### src/rtl/mux_nx1_stream_pkg.sv
// Shared constants and helpers for the N-to-1 streaming multiplexer.
package mux_nx1_stream_pkg;

    // Candidate selection modes
    localparam int MODE_FIXED = 0;
    localparam int MODE_RR    = 1;

    // Select width for n channels, never narrower than one bit
    function automatic int clog2_min1(input int n);
        return (n <= 2) ? 1 : $clog2(n);
    endfunction

endpackage

### src/rtl/mux_nx1_stream_if.sv
// Handshake bundle between N producers, the multiplexer and one consumer.
// master: the environment (producers + consumer); slave: the multiplexer.
interface mux_nx1_stream_if
    import mux_nx1_stream_pkg::*;
#(
    parameter int N = 4,
    parameter int W = 8
);
    localparam int SW = clog2_min1(N);

    logic [N*W-1:0] d;
    logic [N-1:0]   d_valid;
    logic [N-1:0]   d_ready;
    logic [SW-1:0]  sel;
    logic [W-1:0]   y;
    logic           y_valid;
    logic           y_ready;
    logic [SW-1:0]  grant;

    modport master (
        output d, d_valid, sel, y_ready,
        input  d_ready, y, y_valid, grant
    );

    modport slave (
        input  d, d_valid, sel, y_ready,
        output d_ready, y, y_valid, grant
    );

endinterface

### src/rtl/mux_nx1_stream_rr_arbiter.sv
// Combinational round-robin search: picks the first requesting channel
// starting at ptr_i and wrapping modulo N. The pointer itself lives in
// the caller.
module rr_arbiter
    import mux_nx1_stream_pkg::*;
#(
    parameter int N  = 4,
    parameter int SW = clog2_min1(N)
) (
    input  logic [N-1:0]  req_i,
    input  logic [SW-1:0] ptr_i,
    output logic [SW-1:0] gnt_idx_o,
    output logic          gnt_any_o
);
    localparam logic [SW:0] N_W = (SW+1)'(N);

    logic [SW:0] idx_s;

    // Scan from farthest to nearest so the nearest requester after ptr wins
    always_comb begin
        gnt_idx_o = '0;
        gnt_any_o = 1'b0;
        idx_s     = '0;
        for (int k = N - 1; k >= 0; k--) begin
            idx_s = {1'b0, ptr_i} + (SW+1)'(k);
            if (idx_s >= N_W) begin
                idx_s = idx_s - N_W;
            end else begin
                idx_s = idx_s;
            end
            if (req_i[idx_s[SW-1:0]]) begin
                gnt_idx_o = idx_s[SW-1:0];
                gnt_any_o = 1'b1;
            end else begin
                gnt_any_o = gnt_any_o;
            end
        end
    end

endmodule

### src/rtl/mux_nx1_stream.sv
// N-to-1, W-bit registered multiplexer with per-channel valid/ready.
// MODE_FIXED: the select input names the channel; MODE_RR: round-robin
// among valid channels. One output register stage, full throughput.
module mux_nx1_stream
    import mux_nx1_stream_pkg::*;
#(
    parameter int N    = 4,
    parameter int W    = 8,
    parameter int MODE = MODE_FIXED
) (
    input  logic            clk_i,
    input  logic            rst_i,
    mux_nx1_stream_if.slave bus
);
    localparam int              SW       = clog2_min1(N);
    localparam logic [SW:0]     N_W      = (SW+1)'(N);
    localparam logic [SW-1:0]   LAST_IDX = SW'(N - 1);

    logic [SW-1:0] cand_idx_s;
    logic          cand_any_s;
    logic [W-1:0]  cand_data_s;
    logic          cand_valid_s;
    logic          load_en_s;
    logic          xfer_s;
    logic [N-1:0]  d_ready_s;

    logic [W-1:0]  y_q, y_d;
    logic          y_valid_q, y_valid_d;
    logic [SW-1:0] grant_q, grant_d;

    // Output register is free when empty or being drained this cycle
    assign load_en_s = !y_valid_q | bus.y_ready;
    assign xfer_s    = load_en_s & cand_any_s & cand_valid_s;

    generate
        if (MODE == MODE_RR) begin : g_rr
            logic [SW-1:0] ptr_q, ptr_d;

            rr_arbiter #(.N(N), .SW(SW)) u_arb (
                .req_i     (bus.d_valid),
                .ptr_i     (ptr_q),
                .gnt_idx_o (cand_idx_s),
                .gnt_any_o (cand_any_s)
            );

            // Advance pointer past the channel just served, wrapping at N-1
            always_comb begin
                if (xfer_s) begin
                    if (cand_idx_s == LAST_IDX) begin
                        ptr_d = '0;
                    end else begin
                        ptr_d = cand_idx_s + SW'(1);
                    end
                end else begin
                    ptr_d = ptr_q;
                end
            end

            // Round-robin pointer register
            always_ff @(posedge clk_i or posedge rst_i) begin
                if (rst_i) begin
                    ptr_q <= '0;
                end else begin
                    ptr_q <= ptr_d;
                end
            end
        end else begin : g_fixed
            // Select input is the candidate; out-of-range selects offer nothing
            always_comb begin
                cand_idx_s = bus.sel;
                cand_any_s = ({1'b0, bus.sel} < N_W);
            end
        end
    endgenerate

    // Fetch data and valid of the candidate channel
    always_comb begin
        cand_data_s  = '0;
        cand_valid_s = 1'b0;
        for (int i = 0; i < N; i++) begin
            if (cand_idx_s == SW'(i)) begin
                cand_data_s  = bus.d[i*W +: W];
                cand_valid_s = bus.d_valid[i];
            end else begin
                cand_valid_s = cand_valid_s;
            end
        end
    end

    // One-hot ready towards the candidate; silent while reset is held
    always_comb begin
        d_ready_s = '0;
        for (int i = 0; i < N; i++) begin
            if (cand_idx_s == SW'(i)) begin
                d_ready_s[i] = load_en_s & cand_any_s & !rst_i;
            end else begin
                d_ready_s[i] = 1'b0;
            end
        end
    end

    // Next output state: load on transfer, empty on idle load slot, else hold
    always_comb begin
        y_d       = y_q;
        y_valid_d = y_valid_q;
        grant_d   = grant_q;
        if (load_en_s) begin
            if (xfer_s) begin
                y_d       = cand_data_s;
                y_valid_d = 1'b1;
                grant_d   = cand_idx_s;
            end else begin
                y_valid_d = 1'b0;
            end
        end else begin
            y_valid_d = y_valid_q;
        end
    end

    // Output register stage
    always_ff @(posedge clk_i or posedge rst_i) begin
        if (rst_i) begin
            y_q       <= '0;
            y_valid_q <= 1'b0;
            grant_q   <= '0;
        end else begin
            y_q       <= y_d;
            y_valid_q <= y_valid_d;
            grant_q   <= grant_d;
        end
    end

    assign bus.d_ready = d_ready_s;
    assign bus.y       = y_q;
    assign bus.y_valid = y_valid_q;
    assign bus.grant   = grant_q;

endmodule

### src/flat_wrapper.sv
// flat-port wrapper written by rule: the top's interface ports become plain ports
module mux_nx1_stream_flat import mux_nx1_stream_pkg::*;
#(
    parameter int N    = 4,
    parameter int W    = 8,
    parameter int MODE = MODE_FIXED
)
  (clk_i, rst_i, bus_d, bus_d_valid, bus_sel, bus_y_ready, bus_d_ready, bus_y, bus_y_valid, bus_grant);
  mux_nx1_stream_if #(.N(N), .W(W)) bus_i ();
  input  logic clk_i;
  input  logic rst_i;
  input wire logic [$bits(bus_i.d)-1:0] bus_d;
  input wire logic [$bits(bus_i.d_valid)-1:0] bus_d_valid;
  input wire logic [$bits(bus_i.sel)-1:0] bus_sel;
  input wire logic [$bits(bus_i.y_ready)-1:0] bus_y_ready;
  output wire logic [$bits(bus_i.d_ready)-1:0] bus_d_ready;
  output wire logic [$bits(bus_i.y)-1:0] bus_y;
  output wire logic [$bits(bus_i.y_valid)-1:0] bus_y_valid;
  output wire logic [$bits(bus_i.grant)-1:0] bus_grant;
  assign bus_i.d = bus_d;
  assign bus_i.d_valid = bus_d_valid;
  assign bus_i.sel = bus_sel;
  assign bus_i.y_ready = bus_y_ready;
  assign bus_d_ready = bus_i.d_ready;
  assign bus_y = bus_i.y;
  assign bus_y_valid = bus_i.y_valid;
  assign bus_grant = bus_i.grant;
  mux_nx1_stream #(.N(N), .W(W), .MODE(MODE)) u_core (.clk_i(clk_i), .rst_i(rst_i), .bus(bus_i));
endmodule
### config.mk
export PLATFORM = sky130hd
export DESIGN_NAME = mux_nx1_stream_flat
export DESIGN_NICKNAME = d
export VERILOG_FILES = /design/src/rtl/mux_nx1_stream_pkg.sv /design/src/rtl/mux_nx1_stream_if.sv /design/src/rtl/mux_nx1_stream_rr_arbiter.sv /design/src/rtl/mux_nx1_stream.sv /design/src/flat_wrapper.sv
export SDC_FILE = /design/constraint.sdc
export NUM_CORES = 1
export LEC_CHECK = 0
export CAP_MARGIN = 20
export CELL_PAD_IN_SITES_DETAIL_PLACEMENT = 2
export CELL_PAD_IN_SITES_GLOBAL_PLACEMENT = 2
export CORE_MARGIN = 2
export CORE_UTILIZATION = 18
export DETAILED_ROUTE_END_ITERATION = 7
export PLACE_DENSITY = 0.8
export SLEW_MARGIN = 20
export SYNTH_ARGS = -nofsm -noshare
export SYNTH_HDL_FRONTEND = slang
export SYNTH_SLANG_ARGS = --single-unit
### constraint.sdc
create_clock -name clk_i -period 1.45 [get_ports clk_i]
set_input_delay 0.145 -clock clk_i [delete_from_list [all_inputs] [get_ports clk_i]]
set_output_delay 0.145 -clock clk_i [all_outputs]
set_load 0.01 [all_outputs]
# Yosys cells after proc, flatten, opt, wreduce, memory -nomap -nowiden
# Index checks and enable logic that the tools add are counted.
word_totals:
  register_bits: 11
  elab_cells: 26
  inputBits: 41
  output_inout_bits: 15
op_classes:
  reduce_logical: 4
  eq_ne: 3
  mux: 13
  n_bitwise: 3
ops:
  columns: ["cell", "n"]
  rows:
  - ["two-way mux 8 bit", 4]
  - ["two-way mux 1 bit", 9]
  - ["== test 2 bit, second input constant", 2]
  - ["bitwise AND 1 bit", 2]
  - ["== test 2 x 1 -> 1 bit, second input constant", 1]
  - ["logical NOT 1 bit", 2]
  - ["logical NOT 2 bit", 1]
  - ["AND reduction 2 bit", 1]
  - ["bitwise OR 1 bit", 1]

# Longest topological paths before layout
logic_depth:
  depth_word: 7
  mapped_depth: 5
  ltp_nobuf: 4

# Least setup slack after synthesis
# No wires, ideal clock.
synth_timing:
  path_kind: "register to register"
  startpoint: "register u_core.y_valid_q, in the netlist u_core.bus.y_valid"
  endpoint: "register u_core.grant_q[0], in the netlist u_core.bus.grant[0]"
  period_less_slack_ns: 1.500
  setup_time_ns: 0.125
  t_arrival_ns: 1.376
  slack_ns: -0.050
  stages_incl_launch_ff: 4
  path_cell_list: "dfrtp_1 -> or2b_2 -> a31oi_4 -> mux2_2"
synth_between:
  elab_chain_cells: 4
synth_lines:
  columns: ["item", "line", "source"]
  rows:
  - ["start, declared", "mux_nx1_stream.sv:28", "logic y_valid_q, y_valid_d;"]
  - ["start signal, assigned", "mux_nx1_stream.sv:128", "y_valid_q <= y_valid_d;"]
  - ["logical NOT 1 bit (*)", "mux_nx1_stream.sv:32", "assign load_en_s = !y_valid_q | bus.y_ready;"]
  - ["bitwise OR 1 bit (*)", "mux_nx1_stream.sv:32", null]
  - ["bitwise AND 1 bit", "mux_nx1_stream.sv:33", "assign xfer_s = load_en_s & cand_any_s & cand_valid_s;"]
  - ["AND reduction 2 bit (no source line) (*)", null, null]
  - ["end signal, assigned", "mux_nx1_stream.sv:129", "grant_q <= grant_d;"]
  - ["end, declared", "mux_nx1_stream.sv:29", "logic [SW-1:0] grant_q, grant_d;"]
# Mark *: on every way between the ends. The rest lies on a longest branch, timed or not.
# A chain may end at the register's enable or synchronous reset.

# Worst setup path in the final report
# Same ends and word-level chain as after synthesis.

==> reports/metrics.yaml <==
critPathRequiredTime_ns: 1.57
ys_ff_latch: 11
ant_nets: 0
slew_headroom_pct: 68.4
synth_cell_types: 19
cp_max_fo: 9
drive_gt1_share_pct: 31.9
cts_sinks: 11
grt_max_degree: 14
numCtsBuffers: 3
syn_nets: 91
syn_area_per_cell_um2: 15.2
finalHoldViolations: 0
critPathLaunchType: "register"
via_count: 707
grt.overflow.total: 0
area_growth_pct: 96.0
holdWs_ns: 0.400
grt_use_total_pct: 12.9
reg2reg_slack_ns: -0.07
setup_viol_count_final: 9
clkLatencyLatePin_ns: 0.24
drtIter0Drc: 11
seq_area_frac_synth_pct: 36.3
max-cap-violations: 0
tritoncts: "done"
die_w_um: 68.9
fin_util_pct: 36.9
postPlaceCellArea_um2: 1430
period_share_pct: 105
cp_cell_sequence: "buf_4 > or2b_4 > a31oi_4 > buf_12 > mux2_2"
clkPwrFrac_pct: 24.8
finalMaxSlewViolations: 0
cts_hold_buf: 0
intPower_w: 0.000938
fin_area_um2: 1490
path_clk_slew_ns: 0.05
dp_hpwl_um: 2250
antenna_found_initial: 0
status: "finished, violations left"
grt_pass1_wl_um: 4340
core_area_um2: 4030
criticalPathCategory: "register to register"
ctsHtreeMaxLevel: 1
hold_path.class: "input port to register"
wl_per_cell_um: 16.2
io_pins: 56
violations: "negative setup slack"
fmax_ghz: 0.659
powerDensity_nw_per_um2: 865
crit_path_end_kind: "register"
fin_skew_ns: 0.00299
critPathMaxStageDelay_ns: 0.34
syn_inst: 50
switching_share_pct: 27.0
drc: 0
crit_family: "flip-flops"
root_buffer: "clkbuf_8"
cpMaxStageDelayCell: "dfrtp_1"
rows: 23
vdd_drop_max_uv: 252
setup_slack_ns: -0.0664
ctsLongestPathBuffers: 2
postRouteWirelength_um: 2700
dr.pass1.iters: 3
dieArea_um2: 4750
power_frac_seq_pct: 33.1
grt_pass1_vias: 813
syn_area_um2: 758
power_switching_w: 0.000347
p_leak_nw: 0.631
pwr-share-comb_pct: 42.1
avgViaCountPerCell: 4.26
fin_crit_ns: 1.52
crit_buf_inv: 2
insertedDiodeCount: 0
die_h_um: 68.9
gp_congestion: 0.689
max_slew.worst_pin.slew_ns: 0.473
yosys_warnings: 0
rsz0062_at_grt: "yes"
finish.net_count: 158
initial_core_util_pct: 18.8
port_buffers: 55
crit_arrival_ns: 1.63
[tightest hold or removal path, cell delays in order]
cell	delay [ns]
dlymetal6s2s_1	0.15
buf_4	0.16
nand3_1	0.07
o21ai_0	0.07
[synthesized netlist by cell type, drive strengths merged]
master	n	area share (%)
a21o	1	1.2
a31oi	1	2.8
and2b	1	1.2
and3	2	1.6
buf	3	4.5
dfrtp	11	36
inv	3	1.5
mux2	10	15
mux2i	1	1.3
mux4	8	28
nand2	1	0.49
nand3	1	0.66
nor2	1	0.49
nor3	1	0.66
nor4	2	1.6
o21ai	1	0.66
or2	1	0.83
or2b	1	1.2
[cell type report]
class	count	area, um^2
clock buffer	4	45.0
fill	431	2540
inverter	3	11.3
multi-input combinational	33	470
sequential	11	275
tap	50	62.6
timing repair buffer	65	622
[layer usage]
layer / GRT usage, % / vias up / share of wire (%)
met3: 3.73 / 0 / 6.6
li1: - / 333 / -
met1: 15.3 / 350 / 39
met2: 23.4 / 24 / 55
met4: 2.21 / 0 / 0
met5: 0 / - / 0
[worst paths after layout]
kind                            depth (start not counted)               start                  end
worst min register to register                          1     u_core.bus.y[0]      u_core.bus.y[0]
min in group asynchronous                               3               rst_i      u_core.bus.y[1]
worst max-delay path                                    5  u_core.bus.y_valid  u_core.bus.grant[0]
worst min-delay path                                    4          bus_sel[1]  u_core.bus.grant[1]
worst max register to register                          5  u_core.bus.y_valid  u_core.bus.grant[0]
max in group asynchronous                               3               rst_i      u_core.bus.y[5]
[state kept, by name, indices dropped and copies added, names as in the netlist]
name,cells
u_core.bus.y,8
u_core.bus.grant,2
u_core.bus.y_valid,1
[power by group through the flow]
| stage | combinational, W | sequential [W] | clock [W] |
|---|---|---|---|
| floorplan | 0.000171 | 0.000459 | 0 |
| global placement | 0.000528 | 0.000425 | 0 |
| detailed placement | 0.000543 | 0.000432 | 0 |
| CTS | 0.000553 | 0.000427 | 0.000319 |
| global route | 0.000586 | 0.000434 | 0.000342 |
| finish | 0.000541 | 0.000425 | 0.000319 |
[kinds of logic after synthesis]
family | Yosys count | synth area share [%]
flip-flops | 11 | 36.3
buffers and inverters | 6 | 5.94
AO/OA/AOI/OAI | 3 | 4.62
AND/OR/NAND/NOR | 11 | 8.74
multiplexers | 19 | 44.4
[cell usage in the layout (no fill, tap or decap), types with 2 or more instances in the layout]
| cell type | n |
|---|---|
| nor4_2 | 2 |
| inv_1 | 3 |
| dfrtp_1 | 11 |
| buf_4 | 8 |
| dlygate4sd2_1 | 2 |
| and3_1 | 2 |
| buf_2 | 4 |
| clkdlybuf4s50_1 | 48 |
| mux4_1 | 8 |
| mux2_2 | 9 |
| clkbuf_8 | 3 |
[metrics by stage]
stage | total power (W) | setup TNS [ns] | setup slack (ns) | instances
floorplan | 0.000630 | 0 | 0.0457 | 50
detailed placement | 0.000975 | -6.10 | -0.497 | 161
global placement | 0.000953 | -5.58 | -0.450 | 161
finish | 0.00129 | -0.450 | -0.0664 | 166
CTS | 0.00130 | -0.561 | -0.0746 | 166
global route | 0.00136 | -1.04 | -0.118 | 166
[repair_timing]
| item | 4_1_cts | 5_1_grt |
|---|---|---|
| setup buffers | 1 | 0 |
| pin swaps | 1 | 3 |
| gates resized for setup | 25 | 2 |
| setup endpoints to repair | 13 | 13 |
(Power assumes the default switching activity.)
